<file path="config.mk">
export PLATFORM = sky130hd
export DESIGN_NAME = ysyx_22040125_wb_arbiter_flat
export DESIGN_NICKNAME = d
export VERILOG_FILES = /design/src/rtl/ysyx_22040125_wb_arbiter_if.sv /design/src/rtl/ysyx_22040125_wb_arbiter.sv /design/src/flat_wrapper.sv
export SDC_FILE = /design/constraint.sdc
export NUM_CORES = 1
export LEC_CHECK = 0
export BUFFER_PORTS_ARGS = -buffer_cell sky130_fd_sc_hd__buf_4
export CAP_MARGIN = 10
export CORE_AREA = 2 2 140 142
export DETAILED_ROUTE_END_ITERATION = 7
export DIE_AREA = 0 0 142 144
export GPL_TIMING_DRIVEN = 1
export PLACE_DENSITY = 0.65
export SLEW_MARGIN = 10
export SYNTH_ARGS = -nofsm -noshare
export SYNTH_HDL_FRONTEND = slang
export SYNTH_SLANG_ARGS = --single-unit
</file>
<file path="constraint.sdc">
create_clock -name clk -period 2.2 [get_ports clk]
set_input_delay 0.22 -clock clk [delete_from_list [all_inputs] [get_ports clk]]
set_output_delay 0.22 -clock clk [all_outputs]
set_load 0.005 [all_outputs]
</file>
<file path="src/rtl/ysyx_22040125_wb_arbiter_if.sv">
// Bus between the execution-side write requesters, the write-back arbiter and the
// register-file write port, including the decode forwarding probe.
interface ysyx_22040125_wb_arbiter_if #(
    parameter int N_REQ = 3
);
    logic               hold;
    logic [N_REQ-1:0]   req_valid;
    logic [5*N_REQ-1:0] req_rd;
    logic [64*N_REQ-1:0] req_data;
    logic [N_REQ-1:0]   req_ready;
    logic               reg_wen;
    logic [4:0]         reg_waddr;
    logic [63:0]        reg_wdata;
    logic [4:0]         fwd_addr_rs1;
    logic [4:0]         fwd_addr_rs2;
    logic               fwd_hit_rs1;
    logic               fwd_hit_rs2;
    logic [63:0]        fwd_data;

    modport slave (
        input  hold, req_valid, req_rd, req_data, fwd_addr_rs1, fwd_addr_rs2,
        output req_ready, reg_wen, reg_waddr, reg_wdata, fwd_hit_rs1, fwd_hit_rs2, fwd_data
    );

    modport master (
        output hold, req_valid, req_rd, req_data, fwd_addr_rs1, fwd_addr_rs2,
        input  req_ready, reg_wen, reg_waddr, reg_wdata, fwd_hit_rs1, fwd_hit_rs2, fwd_data
    );
endinterface

</file>
<file path="src/rtl/ysyx_22040125_wb_arbiter.sv">
// Write-back arbiter: grants one register-write requester per cycle and drives the
// register-file write port from a registered stage. WB_ARB_ROUND_ROBIN_EN selects rotating priority.
module ysyx_22040125_wb_arbiter #(
    parameter int N_REQ = 3
) (
    input  logic                      clk,
    input  logic                      rst,
    ysyx_22040125_wb_arbiter_if.slave bus
);
    localparam int IDX_W  = $clog2(N_REQ);
    localparam int RD_W   = 5;
    localparam int DATA_W = 64;

    logic [IDX_W-1:0]  w_base;
    logic              w_pick_vld;
    logic [IDX_W-1:0]  w_pick_idx;
    logic              w_grant_en;
    logic [N_REQ-1:0]  w_ready;
    logic [RD_W-1:0]   w_sel_rd;
    logic [DATA_W-1:0] w_sel_data;
    logic              r_wen;
    logic [RD_W-1:0]   r_waddr;
    logic [DATA_W-1:0] r_wdata;

    function automatic logic [IDX_W-1:0] wrap_idx(input logic [IDX_W-1:0] base, input int ofs);
        int sum;
        sum = int'(base) + ofs;
        if (sum >= N_REQ) begin
            sum = sum - N_REQ;
        end else begin
            sum = sum;
        end
        return IDX_W'(sum);
    endfunction

`ifdef WB_ARB_ROUND_ROBIN_EN
    logic [IDX_W-1:0] r_ptr;

    // Pointer moves just past the grantee so it becomes lowest priority next time
    always_ff @(posedge clk) begin
        if (rst) begin
            r_ptr <= '0;
        end else if (w_grant_en) begin
            r_ptr <= wrap_idx(w_pick_idx, 32'sd1);
        end else begin
            r_ptr <= r_ptr;
        end
    end

    assign w_base = r_ptr;
`else
    assign w_base = '0;
`endif

    // First valid requester in search order starting at the priority base
    always_comb begin
        w_pick_vld = 1'b0;
        w_pick_idx = '0;
        for (int k = 0; k < N_REQ; k++) begin
            if (!w_pick_vld && bus.req_valid[wrap_idx(w_base, k)]) begin
                w_pick_vld = 1'b1;
                w_pick_idx = wrap_idx(w_base, k);
            end else begin
                w_pick_idx = w_pick_idx;
            end
        end
    end

    // Grant ignores everything the requesters drive except valid, so no loop forms
    assign w_grant_en = w_pick_vld & ~bus.hold & ~rst;

    // One-hot ready vector for the chosen requester
    always_comb begin
        w_ready = '0;
        if (w_grant_en) begin
            w_ready[w_pick_idx] = 1'b1;
        end else begin
            w_ready = '0;
        end
    end

    assign w_sel_rd   = bus.req_rd[RD_W*int'(w_pick_idx) +: RD_W];
    assign w_sel_data = bus.req_data[DATA_W*int'(w_pick_idx) +: DATA_W];

    // Output stage: x0 writes are consumed without enabling the port; address/data otherwise hold
    always_ff @(posedge clk) begin
        if (rst) begin
            r_wen   <= 1'b0;
            r_waddr <= '0;
            r_wdata <= '0;
        end else if (w_grant_en) begin
            r_wen <= (w_sel_rd != 5'd0);
            if (w_sel_rd != 5'd0) begin
                r_waddr <= w_sel_rd;
                r_wdata <= w_sel_data;
            end
        end else begin
            r_wen <= 1'b0;
        end
    end

    assign bus.req_ready   = w_ready;
    assign bus.reg_wen     = r_wen;
    assign bus.reg_waddr   = r_waddr;
    assign bus.reg_wdata   = r_wdata;
    assign bus.fwd_data    = r_wdata;
    assign bus.fwd_hit_rs1 = r_wen & (r_waddr == bus.fwd_addr_rs1) & (bus.fwd_addr_rs1 != 5'd0);
    assign bus.fwd_hit_rs2 = r_wen & (r_waddr == bus.fwd_addr_rs2) & (bus.fwd_addr_rs2 != 5'd0);
endmodule
</file>
<file path="src/flat_wrapper.sv">
// flat-port wrapper written by rule: the top's interface ports become plain ports
module ysyx_22040125_wb_arbiter_flat 
#(
    parameter int N_REQ = 3
)
  (clk, rst, bus_hold, bus_req_valid, bus_req_rd, bus_req_data, bus_fwd_addr_rs1, bus_fwd_addr_rs2, bus_req_ready, bus_reg_wen, bus_reg_waddr, bus_reg_wdata, bus_fwd_hit_rs1, bus_fwd_hit_rs2, bus_fwd_data);
  ysyx_22040125_wb_arbiter_if #(.N_REQ(N_REQ)) bus_i ();
  input  logic clk;
  input  logic rst;
  input wire logic [$bits(bus_i.hold)-1:0] bus_hold;
  input wire logic [$bits(bus_i.req_valid)-1:0] bus_req_valid;
  input wire logic [$bits(bus_i.req_rd)-1:0] bus_req_rd;
  input wire logic [$bits(bus_i.req_data)-1:0] bus_req_data;
  input wire logic [$bits(bus_i.fwd_addr_rs1)-1:0] bus_fwd_addr_rs1;
  input wire logic [$bits(bus_i.fwd_addr_rs2)-1:0] bus_fwd_addr_rs2;
  output wire logic [$bits(bus_i.req_ready)-1:0] bus_req_ready;
  output wire logic [$bits(bus_i.reg_wen)-1:0] bus_reg_wen;
  output wire logic [$bits(bus_i.reg_waddr)-1:0] bus_reg_waddr;
  output wire logic [$bits(bus_i.reg_wdata)-1:0] bus_reg_wdata;
  output wire logic [$bits(bus_i.fwd_hit_rs1)-1:0] bus_fwd_hit_rs1;
  output wire logic [$bits(bus_i.fwd_hit_rs2)-1:0] bus_fwd_hit_rs2;
  output wire logic [$bits(bus_i.fwd_data)-1:0] bus_fwd_data;
  assign bus_i.hold = bus_hold;
  assign bus_i.req_valid = bus_req_valid;
  assign bus_i.req_rd = bus_req_rd;
  assign bus_i.req_data = bus_req_data;
  assign bus_i.fwd_addr_rs1 = bus_fwd_addr_rs1;
  assign bus_i.fwd_addr_rs2 = bus_fwd_addr_rs2;
  assign bus_req_ready = bus_i.req_ready;
  assign bus_reg_wen = bus_i.reg_wen;
  assign bus_reg_waddr = bus_i.reg_waddr;
  assign bus_reg_wdata = bus_i.reg_wdata;
  assign bus_fwd_hit_rs1 = bus_i.fwd_hit_rs1;
  assign bus_fwd_hit_rs2 = bus_i.fwd_hit_rs2;
  assign bus_fwd_data = bus_i.fwd_data;
  ysyx_22040125_wb_arbiter #(.N_REQ(N_REQ)) u_core (.clk(clk), .rst(rst), .bus(bus_i));
endmodule
</file>
==> flow_metrics.py, run 1 <==
metrics = {
    "timing": {
        "fmax_mhz": 525.7,
        "setup_viol": 0,
        "tightest_slew_ps": 724.2,
        "setup-tns-final_ps": 0,
        "rsz0062_at_grt": "false",
        "final.setup.worst_slack_ps": 297.6,
        "hold_viol": 0,
        "max-slew-margin-rel": 0.5172,
        "slew_viol_final": 0,
        "period_needed_ps": 1902,
        "skew_ps": 0,
        "min_period_over_period": 0.8647,
    },
    "power_and_ir_drop": {
        "ir_worst_vdd_uv": 330.6,
        "p_leak_nw": 3.933,
        "p_total_mw": 4.520,
        "p_per_area_mw_per_mm2": 596.5,
    },
    "clocking": {
        "postCtsHoldBufs": 0,
        "insertion_delay_ps": 330,
        "cts_resized": 0,
        "cts_buffer_depth": 2,
        "cts_tree": "yes",
        "clk_pin_slew_ps": 60,
        "h-tree-depth": 3,
        "post_cts_buffers": 0,
        "cts_inserted_buffers": 9,
        "clockRootBuffer": "clkbuf_16",
        "cts_sinks": 70,
    },
    "synth": {
        "synth_cell_types": 34,
        "avgSynthCellArea_sq_um": 7.607,
        "synth_seq_area_share": 0.2933,
        "syn-cell-area_sq_mm": 0.004777,
        "yosys.area_share.simple": 0.2260,
        "synth_compound_area_frac": 0.1684,
        "synth_top_family_by_area": "simple AND/OR/NAND/NOR gates",
        "synthArstFlopShare": 0,
        "synthTopCellsByArea": "dfxtp_1 (29%), a21oi_1 (14%), mux2i_1 (14%)",
        "synthAdderAreaFrac": 0,
        "synth_seq_cells": 70,
        "muxShareOfSynthArea": 0.1362,
        "yosysWarnings": 0,
        "synth_xor_area_frac": 0.01467,
        "synth_top_cell_by_area": "dfxtp_1",
        "synth.most_common_cell": "a21oi_1",
        "synth-edff-count": 0,
        "synthTopCellsByCount": "a21oi_1 (133), nand2_1 (132), dfxtp_1 (70), buf_4 (66), nand2b_1 (66)",
        "synth_cells": 628,
        "yosys.area.top_type_share": 0.2933,
        "syn_nets": 851,
        "ys.flop_type": "dfxtp_1",
    },
    "cells_and_area": {
        "n_antenna_cell": 0,
        "drive_gt1_frac": 0.4408,
        "syn2layout_area_growth_pct": 58.62,
        "fin_cells": 1150,
        "seq_area_sq_mm": 0.001401,
        "fill_cells": 2015,
        "fin_nets": 1130,
        "multiInputGateArea_sq_mm": 0.002618,
        "utilization": 0.3971,
    },
    "worst_hold_path": {
        "hp-class": "input port to register",
    },
    "worst_setup_path": {
        "crit_path_start_kind": "register",
        "worst-setup-path-type": "register to output port",
        "worstSetupEndpointType": "output port",
        "cp_max_fo": 6,
        "required_ps": 1980,
        "crit_arrival_ps": 1680,
    },
    "die": {
        "die_w_microns": 142,
        "row_count": 51,
        "dieArea_sq_mm": 0.02045,
        "core_sq_mm": 0.01908,
        "io_pins": 362,
        "initial_core_util": 0.2504,
        "die_h_microns": 144,
    },
    "place": {
        "pre_cts_slack_ps": 89.10,
        "post-dp-hpwl_microns": 13000,
        "place.port_buffers": 361,
        "place_congestion": 0.7895,
        "dp_cells": 1134,
    },
    "route": {
        "wl_per_cell_microns": 14.53,
        "dr.pass1.iters": 4,
        "drc": 0,
        "routed_wl_microns": 16710,
        "vias": 5148,
        "vias_per_cell": 4.477,
        "drtIter0Drc": 194,
        "detail-route-antenna-nets": 0,
    },
    "global_route": {
        "grt_pass1_vias": 4923,
        "track_usage": 0.1526,
        "grt_antenna_before_repair": 0,
        "grt_max_degree": 71,
        "grt_pass1_wl_microns": 24630,
        "overflow": 0,
    },
    "job": {
        "max_cap_viol_count": 0,
    },
    "status": {
        "status": "finished clean",
    },
}
layout make-up:
| type | instances | share of cell area |
|---|---|---|
| flip-flops and latches | 70 | 0.1849 |
| clock inverters | 5 | 0.01701 |
| repair buffers | 378 | 0.3795 |
| clock buffers | 11 | 0.03336 |
| well taps | 238 | 0.03930 |
| multi-input cells | 447 | 0.3454 |
| inverters | 1 | 0.0004954 |
state kept, by name, summed over array words and instances, names as in the netlist:
name / count
u_core.bus.reg_wen: 1
u_core.bus.fwd_data: 64
u_core.bus.reg_waddr: 5
cell families (layout without fill, tap and decap cells):
| group | Yosys count | count (layout) |
|---|---|---|
| compound gates | 147 | 147 |
| xor+xnor | 8 | 8 |
| buf+inv | 111 | 395 |
| flops | 70 | 70 |
| mux | 65 | 65 |
| simple gates | 227 | 227 |
worst max-delay path: stages (launching register included):
cell and delay, ps:
dfxtp_1 470, nor4_1 120, nor3_1 150, a21oi_1 60, nor4_1 270, and3_1 180
buf_4 100
routing by layer:
layer | up-vias | wire [microns] | global-route usage
met5 | - | 0 | 0
met4 | 0 | 286 | 0.04895
met3 | 17 | 1212 | 0.04040
met2 | 226 | 8477 | 0.2771
met1 | 2304 | 6734 | 0.1743
li1 | 2601 | - | -
path summary, 6_finish.rpt:
path                                               from                       to  slack [ps]  depth (start not counted)
worst min register to register  u_core.bus.fwd_data[10]  u_core.bus.fwd_data[10]         500                          2
worst max register to register  u_core.bus.reg_waddr[3]  u_core.bus.reg_waddr[3]        1360                          2
worst min-delay path                  bus_req_data[189]  u_core.bus.fwd_data[61]         150                          3
worst max-delay path            u_core.bus.reg_waddr[0]          bus_fwd_hit_rs2         300                          6
report_power, final:
part / total (mW) / internal (mW) / leakage (nW) / switching [mW]
sequential: 1.50 / 1.38 / 0.577 / 0.118
clock: 1.84 / 1.29 / 0.186 / 0.551
combinational: 1.18 / 0.727 / 3.17 / 0.455
total: 4.52 / 3.40 / 3.93 / 1.12
stage by stage:
step	hold slack, ps	area [sq um]
floorplan	399.4	4777
global placement	480.5	7196
detailed placement	480.0	7196
CTS	136.3	7577
global route	153.6	7577
finish	154.9	7577
layout by cell type, fill, tap and decap left out, types with 2 or more instances in the layout:
| cell | instances |
|---|---|
| buf_12 | 3 |
| bufinv_16 | 4 |
| a21oi_1 | 133 |
| nand2b_1 | 65 |
| nand3_1 | 5 |
| clkbuf_16 | 9 |
| nand2_1 | 132 |
| o221a_2 | 2 |
| nor4_1 | 3 |
| nor2_1 | 5 |
| nor3_1 | 3 |
| or4b_1 | 3 |
| and3_1 | 3 |
| xor2_1 | 6 |
| and2_1 | 3 |
| clkbuf_8 | 2 |
| a31oi_1 | 2 |
| xnor2_1 | 2 |
| buf_4 | 375 |
| o21bai_1 | 2 |
| dfxtp_1 | 70 |
| mux2i_1 | 65 |
No activity file was read; power rests on OpenSTA's default activity.
==> inputs of run 2 (changes only) <==
==> constraint.sdc (replaced) <==
create_clock -name clk -period 2 [get_ports clk]
set_input_delay 0.2 -clock clk [delete_from_list [all_inputs] [get_ports clk]]
set_output_delay 0.2 -clock clk [all_outputs]
set_load 0.005 [all_outputs]
==> run 2 against run 1 <==
Via count decreased by 0.19%; final cell count about the same; sequential power increased by 10%; cell area decreased by 0.21%; clock-buffer cell count increased by 1; critical path depth unchanged; hold slack got worse by 19 ps; combinational power increased by 11%; die area unchanged; clock skew unchanged; worst setup slack got worse by 130 ps; power increased by 3.2%.
==> flow_metrics.py, run 2 (synthesized netlist as in run 1, its figures left out) <==
metrics = {
    "status": {
        "status": "finished clean",
    },
    "die": {
        "die_h_microns": 144,
        "io_pins": 362,
        "dieArea_sq_mm": 0.02045,
        "initial_core_util": 0.2504,
        "core_sq_mm": 0.01908,
        "die_w_microns": 142,
        "row_count": 51,
    },
    "route": {
        "drtIter0Drc": 148,
        "routed_wl_microns": 16740,
        "drc": 0,
        "vias": 5138,
        "wl_per_cell_microns": 14.55,
        "dr.pass1.iters": 4,
        "detail-route-antenna-nets": 0,
        "vias_per_cell": 4.464,
    },
    "clocking": {
        "clockRootBuffer": "clkbuf_16",
        "h-tree-depth": 3,
        "cts_inserted_buffers": 9,
        "cts_tree": "yes",
        "insertion_delay_ps": 330,
        "cts_buffer_depth": 2,
        "cts_sinks": 70,
        "post_cts_buffers": 0,
        "clk_pin_slew_ps": 60,
    },
    "worst_setup_path": {
        "cp_max_fo": 6,
        "required_ps": 1800,
        "worst-setup-path-type": "register to output port",
        "worstSetupEndpointType": "output port",
        "ff2ff_setup_slack_ps": 1160,
        "crit_arrival_ps": 1630,
        "crit_path_start_kind": "register",
    },
    "timing": {
        "slew_viol_final": 0,
        "hold_viol": 0,
        "tightest_slew_ps": 614.8,
        "period_needed_ps": 1832,
        "rsz0062_at_grt": "false",
        "setup_viol": 0,
        "setup-tns-final_ps": 0,
        "max-slew-margin-rel": 0.5901,
        "hold_ws_ps": 136.3,
        "fmax_mhz": 545.8,
        "min_period_over_period": 0.9160,
        "skew_ps": 0,
    },
    "cells_and_area": {
        "largest_reg_flops": 64,
        "fin_nets": 1131,
        "final_cell_mix": "buf_4 (373), a21oi_1 (133), nand2_1 (132)",
        "n_antenna_cell": 0,
        "drive_gt1_frac": 0.4425,
        "layout_commonest_cell": "buf_4",
        "syn2layout_area_growth_pct": 58.28,
    },
    "global_route": {
        "grt_max_degree": 71,
        "grt_antenna_before_repair": 0,
        "overflow": 0,
        "track_usage": 0.1529,
        "grt_pass1_vias": 4846,
        "grt_pass1_wl_microns": 24480,
    },
    "place": {
        "place_congestion": 0.8207,
        "place.port_buffers": 361,
        "post-dp-hpwl_microns": 12730,
    },
    "power_and_ir_drop": {
        "ir_worst_vdd_uv": 351.2,
        "p_per_area_mw_per_mm2": 617.1,
        "p_leak_nw": 3.922,
    },
    "worst_hold_path": {
        "hp-class": "input port to register",
    },
    "job": {
        "max_cap_viol_count": 0,
    },
}
==> run 2: worst paths after layout <==
kind                              to                    start  depth (start not counted)
min reg2reg  u_core.bus.fwd_data[10]  u_core.bus.fwd_data[10]                          2
max reg2reg  u_core.bus.reg_waddr[3]  u_core.bus.reg_waddr[3]                          2
max                  bus_fwd_hit_rs2  u_core.bus.reg_waddr[0]                          6
min           u_core.bus.fwd_data[7]        bus_req_data[135]                          3
==> run 2: worst max-delay path: stages, from the launching register on <==
cell     delay [ps]
dfxtp_2         360
nor4_1          370
nor3_1           80
a21oi_1         140
nor4_1           70
and3_1          170
buf_4           130
==> run 2: final cells by class <==
type / count / area, sq um
fillers: 2010 / 11520
repair buffers: 379 / 2920
multi-input cells: 447 / 2618
flip-flops and latches: 70 / 1405
well taps: 238 / 297.8
clock buffers: 12 / 246.5
clock inverters: 4 / 70.07
inverters: 1 / 3.754
==> run 2: what timing repair did <==
| action | 4_1_cts | 5_1_grt |
|---|---|---|
| hold buffers | 0 | 0 |
| hold endpoints to repair | 0 | 0 |
| setup endpoints to repair | 0 | 2 |
| resized for setup | 0 | 3 |
==> run 2: metrics by stage <==
| stage | area [sq um] | instances | util | total power [mW] | worst slack [ps] |
|---|---|---|---|---|---|
| after floorplan | 4777 | 628 | - | 2.322 | 154.5 |
| after global placement | 7241 | 1135 | 0.3795 | 2.990 | 32.25 |
| after detailed placement | 7241 | 1135 | 0.3795 | 3.005 | -20.80 |
| after CTS | 7557 | 1151 | 0.3961 | 4.767 | 100.5 |
| after global routing | 7561 | 1151 | 0.3963 | 4.948 | 41.97 |
| final | 7561 | 1151 | 0.3963 | 4.666 | 167.9 |
==> run 2: metal layers <==
| layer | share of wire | GRT usage |
|---|---|---|
| met5 | 0 | 0 |
| met1 | 0.40 | 0.1787 |
| met2 | 0.51 | 0.2769 |
| met3 | 0.076 | 0.03179 |
| met4 | 0.014 | 0.05368 |
==> run 2: power by group <==
part,switching (mW),internal [mW],leakage [nW]
registers,0.130,1.52,0.578
logic,0.501,0.811,3.19
clock network,0.581,1.12,0.157
total,1.21,3.45,3.92
